<file path="src/rtl/skew_feeder.sv">
// skew_feeder: sends skewed read strobes to LANES row buffers and presents the
// returned words, zero-padded outside the diagonal, to the west edge of a
// systolic array. One tile of VECLEN words per lane is sequenced per start.
module skew_feeder #(
  parameter int WORDLEN = 8,
  parameter int LANES   = 4,
  parameter int VECLEN  = 16,
  parameter int CNTBITS = 5
) (
  input  logic                       clk,
  input  logic                       rstn,
  input  logic                       start,
  input  logic                       clr,
  input  logic                       en,
  output logic [LANES-1:0]           rd_en,
  input  logic [LANES*WORDLEN-1:0]   buf_dout,
  output logic [LANES*WORDLEN-1:0]   arr_dat,
  output logic [LANES-1:0]           arr_vld,
  output logic                       busy,
  output logic                       done
);

  typedef enum logic [1:0] {
    IDLE  = 2'd0,
    FEED  = 2'd1,
    DRAIN = 2'd2
  } state_t;

  // Wavefront position at which the last lane issues its final strobe.
  localparam logic [CNTBITS-1:0] LAST = CNTBITS'(VECLEN + LANES - 2);

  state_t             state, state_next;
  logic [CNTBITS-1:0] cnt, cnt_next;
  logic               feeding;

  // State and skew counter registers.
  always_ff @(posedge clk or negedge rstn) begin
    if (!rstn) begin
      state <= IDLE;
      cnt   <= '0;
    end else begin
      state <= state_next;
      cnt   <= cnt_next;
    end
  end

  // Next-state logic: clr dominates start; en=0 freezes the wavefront in FEED.
  always_comb begin
    state_next = state;
    cnt_next   = cnt;
    case (state)
      IDLE: begin
        if (!clr && start) begin
          state_next = FEED;
          cnt_next   = '0;
        end
      end
      FEED: begin
        if (clr) begin
          state_next = IDLE;
          cnt_next   = '0;
        end else if (en) begin
          if (cnt == LAST) begin
            state_next = DRAIN;
            cnt_next   = '0;
          end else begin
            cnt_next = cnt + CNTBITS'(1);
          end
        end
      end
      DRAIN: begin
        state_next = IDLE;
        cnt_next   = '0;
      end
      default: begin
        state_next = IDLE;
        cnt_next   = '0;
      end
    endcase
  end

  assign feeding = (state == FEED);
  assign busy    = (state != IDLE);
  // The single DRAIN cycle lines up with the last word on the last lane.
  assign done    = (state == DRAIN);

  // Per-lane strobe window [gi, gi+VECLEN) and the zero-padding output mux.
  for (genvar gi = 0; gi < LANES; gi++) begin : g_lane
    localparam logic [CNTBITS-1:0] HI = CNTBITS'(gi + VECLEN);
    logic in_window;
    if (gi == 0) begin : g_first
      assign in_window = (cnt < HI);
    end else begin : g_rest
      assign in_window = (cnt >= CNTBITS'(gi)) && (cnt < HI);
    end
    assign rd_en[gi] = feeding & en & in_window;
    assign arr_dat[gi*WORDLEN +: WORDLEN] =
      arr_vld[gi] ? buf_dout[gi*WORDLEN +: WORDLEN] : '0;
  end

  // Buffers present data one cycle after the strobe, so valid trails rd_en by one.
  always_ff @(posedge clk or negedge rstn) begin
    if (!rstn) begin
      arr_vld <= '0;
    end else begin
      arr_vld <= rd_en;
    end
  end

endmodule

</file>
<file path="config.mk">
export PLATFORM = sky130hd
export DESIGN_NAME = skew_feeder
export DESIGN_NICKNAME = d
export VERILOG_FILES = /design/src/rtl/skew_feeder.sv
export SDC_FILE = /design/constraint.sdc
export NUM_CORES = 1
export LEC_CHECK = 0
export ABC_AREA = 1
export CAP_MARGIN = 15
export CELL_PAD_IN_SITES_DETAIL_PLACEMENT = 1
export CELL_PAD_IN_SITES_GLOBAL_PLACEMENT = 1
export CORE_MARGIN = 5
export CORE_UTILIZATION = 20
export CTS_CLUSTER_DIAMETER = 50
export DETAILED_ROUTE_END_ITERATION = 8
export HOLD_SLACK_MARGIN = 0.08
export PLACE_DENSITY_LB_ADDON = 0.1
export SLEW_MARGIN = 30
export SYNTH_ARGS = -nofsm -noshare
export SYNTH_HDL_FRONTEND = slang
export SYNTH_SLANG_ARGS = --single-unit
</file>
<file path="constraint.sdc">
create_clock -name clk -period 1.4 [get_ports clk]
set_clock_uncertainty 0.15 [all_clocks]
set_input_delay 0.21 -clock clk [delete_from_list [all_inputs] [get_ports clk]]
set_output_delay 0.21 -clock clk [all_outputs]
set_load 0.01 [all_outputs]
</file>
## Word level (Yosys, flattened, before mapping)

Index checks and enable logic that the tools add are counted.
W data, S select, Z words.

- Register bits: 11
- Output and inout port bits: 42
- Word-level logic and storage cells: 45

- $add $sub $neg: 1
- Order comparisons: 7
- Equality and inequality tests: 6
- Multiplexer cells: 14
- Bitwise logic cells: 5
- Reductions and logical operators: 9

Operators by type and width:

| cell | number |
|---|---|
| $mux W8 | 4 |
| $lt A5 B5 Y1 const B | 4 |
| $mux W5 | 4 |
| $ge A5 B2 Y1 const B | 2 |
| $pmux W5 S2 | 1 |
| $mux W2 | 4 |
| $add A5 B1 Y5 const B | 1 |
| $and A1 B1 Y1 | 5 |
| $eq A5 B5 Y1 const B | 1 |
| $ge A5 B1 Y1 const B | 1 |
| $logic_and A1 B1 Y1 | 4 |
| $pmux W2 S2 | 1 |
| $ne A3 B2 Y1 const B | 1 |
| $ne A3 B3 Y1 const B | 1 |
| $reduce_and A3 Y1 | 1 |
| $eq A2 B1 Y1 const B | 1 |
| $eq A2 B2 Y1 const B | 1 |
| $logic_not A2 Y1 | 1 |
| $ne A2 B2 Y1 const B | 1 |
| $reduce_and A2 Y1 | 1 |
| $reduce_bool A2 Y1 | 1 |
| $logic_not A1 Y1 | 1 |

## Depth between registers and ports, before layout

- Word-level depth: 5
- Mapped depth: 8
- Depth with buffers taken out: 8

## Worst setup path after synthesis

No wires, ideal clock.

- Path type: register to output
- Start point: reg cnt[2]
- End point: out rd_en[1]
- Arrival time: 1,087 ps
- Required time: 1,040 ps
- Slack: -47 ps
- Cell stages (with the launch flop): 6
- Buffers on the path: 0
- Path through: dfrtp_1 > nor2_1 > nand2_1 > nand2_1 > nand2_1 > nor3_1

- Longest elaborated chain between the ends: 3
- Elaborated cells between the ends (all ways): 4

RTL lines:

| element | RTL line | source |
|---|---|---|
| start, declared | 33 | `logic [CNTBITS-1:0] cnt, cnt_next;` |
| start signal, assigned | 43 | `cnt <= cnt_next;` |
| $ge A5 B1 Y1 or $lt A5 B5 Y1 (tied branches) | 94 | `assign in_window = (cnt >= CNTBITS'(gi)) && (cnt < HI);` |
| $logic_and A1 B1 Y1 (*) | 94 |  |
| $and A1 B1 Y1 (*) | 96 | `assign rd_en[gi] = feeding & en & in_window;` |
| end, declared | 15 | `output logic [LANES-1:0] rd_en,` |

Every way passes the cells marked *; elsewhere a longest branch is shown, timed or not.

## Worst setup path after layout

- Start point: reg cnt[4]
- End point: out rd_en[3]

- Longest elaborated chain between the ends: 3
- Elaborated cells between the ends (all ways): 4

RTL lines:

| element | RTL line |
|---|---|
| $ge A5 B2 Y1 or $lt A5 B5 Y1 (tied branches) | 94 |
| $logic_and A1 B1 Y1 (*) | 94 |
| $and A1 B1 Y1 (*) | 96 |

Marks and branches as above.

==> run_results.csv <==
group,metric,value,unit
timing,fin_setup_tns,-2390,ps
cts,cts-htree-levels,1,
global_routing,grt_pass1_vias,1449,
synth,yosysTopAreaCellShare,0.290,
cts,clock_sinks,11,
critical_path,critPathRequiredTime,1040,ps
timing,rsz0062_at_grt,"true",
layout,stdcell_count,340,
run,drv_cap,0,
synth,synth_cells,161,
critical_path,slowest_delay,460,ps
drt,vias,1392,
global_routing,antenna_found_initial,0,
synth,synth-seq-cells,11,
die,initial_core_util,0.204,
drt,ant_nets,0,
cts,ctsHoldBuffers,0,
global_routing,track_usage,0.135,
layout,finalNetCount,326,
critical_path,crit_buf_inv,2,
global_routing,grt_max_degree,12,
synth,synth_area,950,sq um
layout,final_util,0.508,
die,die_x,78.9,um
critical_path,crit_fanout,6,
pwr,peakVddDrop,0.932,mV
placed_design,post-place-cells,313,
cts,clk_path_buf_depth,2,
status,violations,"setup timing",
critical_path,critPathTopFamily,"flip-flops",
pwr,leakagePower,1.37,nW
critical_path,critPathKind,"flip-flop to primary output",
timing,fmax,575,MHz
synth,yosys.area.top_type,"dfrtp_1",
synth,synth_area_leaders,"dfrtp_1 (29%), nand2_1 (20%), inv_1 (17%)",
timing,setup_ws,-339,ps
timing,setup_viol,23,
synth,synth_cell_types,19,
timing,tightestPinTransition,223,ps
cts,numCtsBuffers,3,
critical_path,crit_chain,"nand2_2 > clkinv_2 > nand2_4 > nor2_4 > nor3_4 > buf_6",
cts,cts_tree,"yes",
drt,drc,0,
timing,layout_min_cycle_time,1740,ps
layout,final_cell_area,0.00237,sq mm
drt,avgViaCountPerCell,4.09,
layout,area_growth,149,%
die,core,0.00466,sq mm
critical_path,cp.arrival,1380,ps
layout,drive_gt1_frac,0.605,
drt,wl_per_cell,13.1,um
cts,cts_root_buffer,"clkbuf_8",
critical_path,cp-start-kind,"flip-flop",
synth,seq_area_frac_synth,0.290,
timing,hold_violations,0,
die,die_h,78.9,um
timing,slew_headroom,0.850,
drt,drt_iter0_markers,11,
synth,syn-mean-instance-area,5.90,sq um
critical_path,endpoint_kind,"primary output",
hold_path,hp-class,"input pin to asynchronous set/reset pin",
cts,clk-insertion-delay-late,240,ps
die,die_area,0.00623,sq mm
placed_design,place_congestion,0.738,
die,row_count,25,
drt,first_pass_iters,2,
synth,syn_nets,200,
global_routing,grt_pass1_wl,6.73,mm
layout,diodes,0,
die,ios,79,
timing,fin_crit_sh,1.24,
timing,drv_slew,0,
cts,clk_pin_slew,60,ps
synth,yosys_warnings,0,
pwr,power_density,1020,mW/mm^2
placed_design,io_buffers,78,
global_routing,gr-total-overflow,0,
timing,holdWs,113,ps
critical_path,cp_slowest_cell,"dfrtp_2",
placed_design,dp_hpwl,3.12,mm
placed_design,place_area,0.00197,sq mm
status,status,"finished with violations",
drt,wl,4.45,mm
final timing paths:
kind                            slack (ps)  endpoint  startpoint  cells after the start
worst max-delay path                  -340  rd_en[3]      cnt[4]                      6
worst min-delay path                   110    cnt[3]        rstn                      2
worst max register to register        -140  state[0]      cnt[2]                     10
worst min register to register         440    cnt[1]      cnt[1]                      2
max in group asynchronous              810    cnt[0]        rstn                      2
min in group clk                       440    cnt[1]      cnt[1]                      2
per-stage QoR:
step	worst slack (ps)	total power [mW]
2_1_floorplan	43.2	1.00
3_3_place_gp	-767	1.62
3_5_place_dp	-778	1.63
4_1_cts	-307	2.20
5_1_grt	-415	2.59
6_report	-339	2.42
sequential cells by signal, indices dropped and copies added, names as in the netlist:
signal   count
cnt          5
state        2
arr_vld      4
synth_stat cells, drive strengths merged:
cell	n
nand4	2
nor3	5
a21oi	1
clkbuf	4
ha	2
nand3b	1
nand3	7
nand2	59
inv	47
clkinv	2
dfrtp	11
nor2	17
o21ai	3
placed cells by master (no fill, tap or decap), drive strengths merged:
master         synthesis  layout
nand2                 59      59
dfrtp                 11      11
inv                   47      47
clkdlybuf4s15          0       3
nand3                  7       7
clkinv                 2       2
nor3                   5       5
buf                    0      85
clkdlybuf4s50          0      36
ha                     2       2
a21oi                  1       1
o21ai                  3       3
clkbuf                 4       5
nand3b                 1       1
nand4                  2       2
nor2                  17      17
final cells by class:
type                       instances  area, sq um
clock buffer                       4         45.0
fill                             599         2290
inverter                          49          188
multi-input combinational         97          667
sequential                        11          284
tap                               54         67.6
timing repair buffer             125         1120
worst reg2reg max path, delay by kind of cell, from the launching register on:
kind	cells	cell delay, ps
buf+inv	4	420
flops	1	390
simple gates	6	470
routing by layer:
layer  GRT usage  up-vias  wire length, um
met4      0.0361        0               25
met3      0.0204        4              230
met2       0.254       39             2350
li1            -      703                -
met5           0        -                0
met1       0.159      646             1840
power breakdown:
group,switching [mW],internal [mW],leakage (nW)
sequential,0.0687,0.382,0.139
combinational,0.774,0.857,1.21
clock,0.137,0.201,0.0228
total,0.980,1.44,1.37
cell families after synthesis:
logic type,synth area share
AOI/OAI and AO/OA,0.0211
adders and majority gates,0.0263
buffers and inverters,0.212
DFF,0.290
and+or+nand+nor,0.451
timing repair:
item,4_1_cts,5_1_grt
setup endpoints to repair,49,42
buffers inserted,25,5
pin swaps,11,5
gates resized for setup,222,59
No activity file was read; power rests on OpenSTA's default activity.
